==> src/rtl/fifo_axis_reader_pkg.sv <==
// Shared constants and helpers for the sync_fifo to AXI-Stream reader.
package fifo_axis_reader_pkg;

   localparam int BUF_DEPTH = 3;
   localparam int OCC_W     = 2;
   localparam int PKT_CNT_W = 16;

   typedef logic [OCC_W-1:0] occ_t;

   // Words held or already promised to the output buffer.
   function automatic logic [2:0] fill_level(input occ_t occ, input logic rd_pend);
      return {1'b0, occ} + {2'b00, rd_pend};
   endfunction

endpackage

==> src/rtl/axis_out_buf.sv <==
// Three-entry ordered output buffer: push at tail, pop at head, head always visible.
module axis_out_buf
   import fifo_axis_reader_pkg::*;
#(
   parameter int W = 32
) (
   input  logic         clk,
   input  logic         reset,
   input  logic         push,
   input  logic [W-1:0] push_data,
   input  logic         pop,
   output occ_t         occ,
   output logic [W-1:0] head
);

   localparam logic [1:0] LAST_PTR = 2'(BUF_DEPTH - 1);

   logic [W-1:0] mem [BUF_DEPTH];
   logic [1:0]   rd_ptr;
   logic [1:0]   wr_ptr;
   logic         pop_ok;

   function automatic logic [1:0] ptr_inc(input logic [1:0] p);
      return (p == LAST_PTR) ? 2'd0 : p + 2'd1;
   endfunction

   // Popping an empty buffer is ignored so occ cannot underflow.
   assign pop_ok = pop & (occ != '0);
   assign head   = mem[rd_ptr];

   always_ff @(posedge clk) begin
      if (push) mem[wr_ptr] <= push_data;
   end

   always_ff @(posedge clk) begin
      if (reset) begin
         rd_ptr <= '0;
         wr_ptr <= '0;
         occ    <= '0;
      end else begin
         if (push)   wr_ptr <= ptr_inc(wr_ptr);
         if (pop_ok) rd_ptr <= ptr_inc(rd_ptr);
         case ({push, pop_ok})
            2'b10:   occ <= occ + 2'd1;
            2'b01:   occ <= occ - 2'd1;
            default: occ <= occ;
         endcase
      end
   end

endmodule

==> src/rtl/fifo_axis_reader.sv <==
// Drains a sync_fifo into an AXI-Stream master, framing fixed-length packets with tlast.
module fifo_axis_reader
   import fifo_axis_reader_pkg::*;
#(
   parameter int FIFO_WIDTH = 32,
   parameter int PKT_LEN    = 16
) (
   input  logic                  clk,
   input  logic                  reset,
   output logic                  fifo_rd_en,
   input  logic [FIFO_WIDTH-1:0] fifo_dout,
   input  logic                  fifo_empty,
   output logic [FIFO_WIDTH-1:0] m_axis_tdata,
   output logic                  m_axis_tvalid,
   input  logic                  m_axis_tready,
   output logic                  m_axis_tlast,
   output logic [PKT_CNT_W-1:0]  pkt_count
);

   localparam logic [15:0] WCNT_LAST = 16'(PKT_LEN - 1);

   occ_t        occ;
   logic        rd_pend;
   logic [15:0] wcnt;
   logic        xfer;

   // Handshake: a word moves when m_axis_tvalid & m_axis_tready at a rising edge;
   // tvalid depends only on registered occupancy, so tdata/tvalid hold until taken.
   // Reads are gated on registered fill only, keeping tready out of the fifo_rd_en path.
   assign fifo_rd_en    = ~fifo_empty & ~reset & (fill_level(occ, rd_pend) <= 3'd2);
   assign m_axis_tvalid = (occ != '0);
   assign m_axis_tlast  = m_axis_tvalid & (wcnt == WCNT_LAST);
   assign xfer          = m_axis_tvalid & m_axis_tready;

   axis_out_buf #(.W(FIFO_WIDTH)) u_buf (
      .clk       (clk),
      .reset     (reset),
      .push      (rd_pend),
      .push_data (fifo_dout),
      .pop       (xfer),
      .occ       (occ),
      .head      (m_axis_tdata)
   );

   always_ff @(posedge clk) begin
      if (reset) begin
         rd_pend   <= 1'b0;
         wcnt      <= '0;
         pkt_count <= '0;
      end else begin
         rd_pend <= fifo_rd_en;
         if (xfer) begin
            wcnt <= (wcnt == WCNT_LAST) ? 16'd0 : wcnt + 16'd1;
            if (m_axis_tlast) pkt_count <= pkt_count + 1'b1;
         end
      end
   end

endmodule

==> config.mk <==
export PLATFORM = sky130hd
export DESIGN_NAME = fifo_axis_reader
export DESIGN_NICKNAME = d
export VERILOG_FILES = /design/src/rtl/fifo_axis_reader_pkg.sv /design/src/rtl/axis_out_buf.sv /design/src/rtl/fifo_axis_reader.sv
export SDC_FILE = /design/constraint.sdc
export NUM_CORES = 1
export LEC_CHECK = 0
export ABC_AREA = 0
export BUFFER_PORTS_ARGS = -buffer_cell sky130_fd_sc_hd__buf_4
export CELL_PAD_IN_SITES_DETAIL_PLACEMENT = 0
export CELL_PAD_IN_SITES_GLOBAL_PLACEMENT = 2
export CORE_MARGIN = 3
export CORE_UTILIZATION = 25
export CTS_CLUSTER_SIZE = 20
export DETAILED_ROUTE_END_ITERATION = 16
export GPL_TIMING_DRIVEN = 1
export PLACE_DENSITY = 0.63
export SYNTH_ARGS = -nofsm -noshare
export SYNTH_HDL_FRONTEND = slang
export SYNTH_SLANG_ARGS = --single-unit
==> constraint.sdc <==
create_clock -name clk -period 4.94 [get_ports clk]
set_input_delay 1.482 -clock clk [delete_from_list [all_inputs] [get_ports clk]]
set_output_delay 1.482 -clock clk [all_outputs]
set_load 0.01 [all_outputs]
==> Word-level counts from Yosys, hierarchy flattened <==
Memory sizes are Yosys's and may differ from the RTL's. A register that Yosys moved wholly into a read port is not among the register bits.
Cells that the tools add are included.
{ "op_classes": {"shifts": 0, "n_lt_le_gt_ge": 1, "bitwise": 7, "muxes": 8, "eq_ne": 5, "div": 0, "multipliers": 0, "addsub": 7, "n_reduce_logical": 3} }
{ "ops": {"columns": ["op", "n"], "rows": [
  ["$add 16x1->16 const B", 2],
  ["$eq 16x4->1 const B", 1],
  ["$mux 16", 1],
  ["$mux 2", 4],
  ["$add 2x1->2 const B", 3],
  ["$eq 2x2->1 const B", 3],
  ["$and 1x1->1", 5],
  ["$pmux 2 s2", 1],
  ["$reduce_bool 2->1", 2],
  ["$add 2x1->3", 1],
  ["$le 3x2->1 const B", 1],
  ["$eq 2x1->1 const B", 1],
  ["$mux 1", 2],
  ["$not 1->1", 2],
  ["$reduce_and 2->1", 1],
  ["$sub 2x1->2 const B", 1]
]} }
{ "word_totals": {"word_cells": 38, "latchBits": 0, "mem_count": 1, "ram_bits": 96, "inputBits": 36, "mem_bits_ro": 0, "reg_bits": 39, "output_inout_bits": 51} }
{ "mem_list": {"columns": ["memory", "words", "width", "read_ports", "rd_clocked_by_memory_dff", "wr", "line", "text"], "rows": [
  ["u_buf.mem", 3, 32, 1, 1, 1, "axis_out_buf.sv:18", "logic [W-1:0] mem [BUF_DEPTH];"]
]} }

==> Logic depth before layout (Yosys ltp) <==
{ "logic_depth": {"depth_word": 5, "mapped_depth": 7, "depth_no_buf": 6} }

==> By module <==
From an unflattened synthesis, not the netlist that was laid out.
{ "hier_totals": {"hier_cells": 429, "hier_area_um2": 5525.3} }
{ "by_module_without_submodules": {"columns": ["mod", "cells_per_inst", "area_per_inst_um2", "instances", "seq_area_each_um2"], "rows": [
  ["axis_out_buf", 235, 3839.9, 1, 3042.9],
  ["fifo_axis_reader", 194, 1685.4, 1, 660.6]
]} }

==> Worst setup path after synthesis <==
Ideal clock, no wire load.
{ "synth_path": {"kind": "input to output", "start": "input port reset", "end": "output port fifo_rd_en", "stages": 2, "slack_ns": 1.494, "arrival_time_ns": 1.964, "path_buffers": 1, "t_required_ns": 3.458, "path_cell_list": "clkbuf_1 -> nor3_1"} }
{ "synth_between": {"elab_chain_cells": 3} }
{ "synth_lines": {"columns": ["element", "line", "text"], "rows": [
  ["start: declaration", "fifo_axis_reader.sv:9", "input logic reset,"],
  ["$not 1->1", "fifo_axis_reader.sv:30", "assign fifo_rd_en = ~fifo_empty & ~reset & (fill_level(occ, rd_pend) <= 3'd2);"],
  ["$and 1x1->1 (2 in a row)", "fifo_axis_reader.sv:30", null],
  ["end: declaration", "fifo_axis_reader.sv:10", "output logic fifo_rd_en,"]
]} }
No other way between the ends.

==> impl_metrics.tcl <==
set metrics [dict create \
    hold_path.class "flip-flop to flip-flop" \
    setup_viol_count_final 0 \
    crit_path_top_delay_cell "dfxtp_2" \
    cellLeakagePower_nw 2.30 \
    endpoint "m_axis_tdata[4]" \
    cts_buffer_depth 2 \
    finalMaxSlewViolations 0 \
    drive_gt1_share_pct 24.1 \
    syn_avg_cell_area_um2 12.7 \
    grt.overflow.total 0 \
    rows 54 \
    fin_skew_ns 0.00887 \
    fin_cells 820 \
    tightest_slew_ns 1.17 \
    final_antenna_net_count 0 \
    worst_setup_path_start_kind "flip-flop" \
    synth-edff-count 96 \
    io_buffers 86 \
    rsz0062_at_grt "false" \
    cts-resized-gates 0 \
    ios 87 \
    syn_nets 486 \
    htree_levels 4 \
    synth_flop_cell "edfxtp_1" \
    r2r_setup_slack_ns 2.38 \
    criticalPathCategory "flip-flop to output port" \
    die_y_um 156 \
    final-hold-violation-count 0 \
    clk_pin_slew_ns 0.06 \
    placed_cell_area_um2 6540 \
    grt_max_degree 65 \
    post-place-cells 788 \
    layout_commonest_cell "edfxtp_1" \
    synth_area_um2 5620 \
    synthCells 444 \
    core_area_um2 22000 \
    path_max_fanout 26 \
    grt_pass1_vias 3710 \
    reg2reg_depth 5 \
    cts_setup_buffers 0 \
    pre_cts_ws_ns 1.40 \
    regToRegEndpoint "wcnt[4]$_SDFFE_PP0P_" \
    drtPass1Iterations 5 \
    worstHoldStart "wcnt[1]$_SDFFE_PP0P_" \
    crit_path_end_kind "output port" \
    crit_arrival_ns 2.17 \
    root_buffer "clkbuf_16" \
    finalNetCount 569 \
    dieArea_um2 24300 \
    routed_wirelength_um 12400 \
    max_slew_margin_pct 21.7 \
    yosysWarnings 0 \
    grt_pass1_wl_um 19500 \
    final_cell_mix "96 x edfxtp_1, 88 x buf_4, 47 x nand2_1" \
    critical_path_depth 4 \
    antenna_found_initial 0 \
    p_per_area_nw_per_um2 423 \
    vias 3767 \
    finalWorstSetupSlack_ns 1.29 \
    ys_seq_area_share_pct 65.9 \
    async_reset_ff_share_pct 0 \
    ys_types 43 \
    cts_tree "built" \
    hpwl_um 7830 \
    ir_drop_mv 0.198 \
    path_buf_inv 2 \
    drtIter0Drc 199 \
    crit_family "flip-flops" \
    timing.hold.ws_ns 0.484 \
    cap_violations 0 \
    die_x_um 156 \
    fin_setup_tns_ns 0 \
    r2r-start "wcnt[0]$_SDFFE_PP0P_" \
    cts_inserted_buffers 17 \
    initial_utilization_pct 25.6 \
    cp_data_required_time_ns 3.46 \
    ys_seq_elements 137 \
    min_period_ns 3.65 \
    grt_util_all_layers_pct 10.4 \
    fin_area_um2 7090 \
    gp_congestion 0.731 \
    via_per_inst 4.59 \
    cpPeakStageDelay_ns 0.91 \
    outcome "finished, final reports clean" \
    fin_crit_sh_pct 73.9 \
    clock-sinks 137 \
    routedWlPerCell_um 15.2 \
    critPathMostFrequentCell "buf_4" \
    fmax_mhz 274 \
    clock_latency_ns 0.41 \
    cts.hold.buffers_added 0 \
    drc 0 \
    antenna_cells 0 \
    cp_cell_sequence "buf_4 > mux2i_1 > o21ai_0 > buf_4" \
    syn2layout_area_growth_pct 26.3 \
]
[metal layers]
metal	wire, um	global-route usage, %	part of all wire (%)	vias up
met3	698	3.38	5.6	12
met5	0	0	0	-
met2	5910	17.0	47	94
met1	5690	13.0	46	1814
li1	-	-	-	1847
met4	143	3.24	1.1	0
[worst min path at each step]
stage	slack [ns]	cells after the start	to
after CTS	0.49	2	wcnt[1]$_SDFFE_PP0P_
after global placement	0.46	2	wcnt[1]$_SDFFE_PP0P_
final	0.48	2	wcnt[1]$_SDFFE_PP0P_
after global routing	0.51	2	wcnt[1]$_SDFFE_PP0P_
after floorplan	0.45	2	wcnt[1]$_SDFFE_PP0P_
after detailed placement	0.48	2	wcnt[1]$_SDFFE_PP0P_
[kinds of logic (layout without fill, tap and decap cells)]
family	after synthesis	in the layout	synth area share [%]
simple gates	141	141	13.9
flops	137	137	65.9
compound gates	81	81	8.31
mux	33	33	5.90
buf+inv	33	129	2.56
xor+xnor	13	13	2.03
fa+ha+maj	6	6	1.34
[final cells by class]
class                   count  area, um2
fillers                  2175      14900
flip-flops and latches    137       3710
multi-input cells         274       1790
repair buffers             88        661
clock buffers              17        425
well taps                 280        350
clock inverters            15        128
inverters                   9       33.8
[worst reg2reg max path: cells and delay by family, from the launching register on]
family | cells | cell delay [ns]
adder cells (fa/ha/maj) | 1 | 0.25
AND/OR/NAND/NOR | 3 | 0.72
flip-flops | 1 | 0.38
AO/OA/AOI/OAI | 1 | 1.05
[synth_stat cells (3+ instances only)]
| master | n | area [um2] |
|---|---|---|
| a21oi_1 | 26 | 130 |
| and4_1 | 3 | 26.3 |
| buf_1 | 3 | 11.3 |
| buf_2 | 4 | 20.0 |
| clkbuf_1 | 15 | 56.3 |
| dfxtp_1 | 41 | 821 |
| edfxtp_1 | 96 | 2880 |
| ha_1 | 6 | 75.1 |
| inv_1 | 9 | 33.8 |
| mux2i_1 | 32 | 320 |
| nand2_1 | 47 | 176 |
| nand3_1 | 13 | 65.1 |
| nand4_1 | 10 | 62.6 |
| nor2_1 | 20 | 75.1 |
| nor3_1 | 10 | 50.1 |
| nor4_1 | 6 | 37.5 |
| o21ai_0 | 36 | 180 |
| o31ai_1 | 8 | 60.1 |
| o41ai_1 | 6 | 52.6 |
| or3_1 | 5 | 31.3 |
| or4_1 | 8 | 60.1 |
| or4b_1 | 6 | 60.1 |
| xnor2_1 | 8 | 70.1 |
| xor2_1 | 5 | 43.8 |
[where the power goes]
group	internal [W]	switching [W]
Combinational	0.000223	0.000231
Sequential	0.00130	0.0000809
Clock	0.000689	0.000478
[registers in the layout (all words and copies together) (netlist names), named ones only]
signal        count
wcnt             16
u_buf.occ         2
u_buf.mem        96
u_buf.rd_ptr      2
rd_pend           1
u_buf.wr_ptr      2
pkt_count        16
[through the flow]
step	power (W)	util, %
after detailed placement	0.00187	29.8
after CTS	0.00305	32.3
after global placement	0.00186	29.8
final	0.00300	32.3
after global routing	0.00315	32.3
after floorplan	0.00163	-
Note: power is estimated with default switching activity, not from simulation.
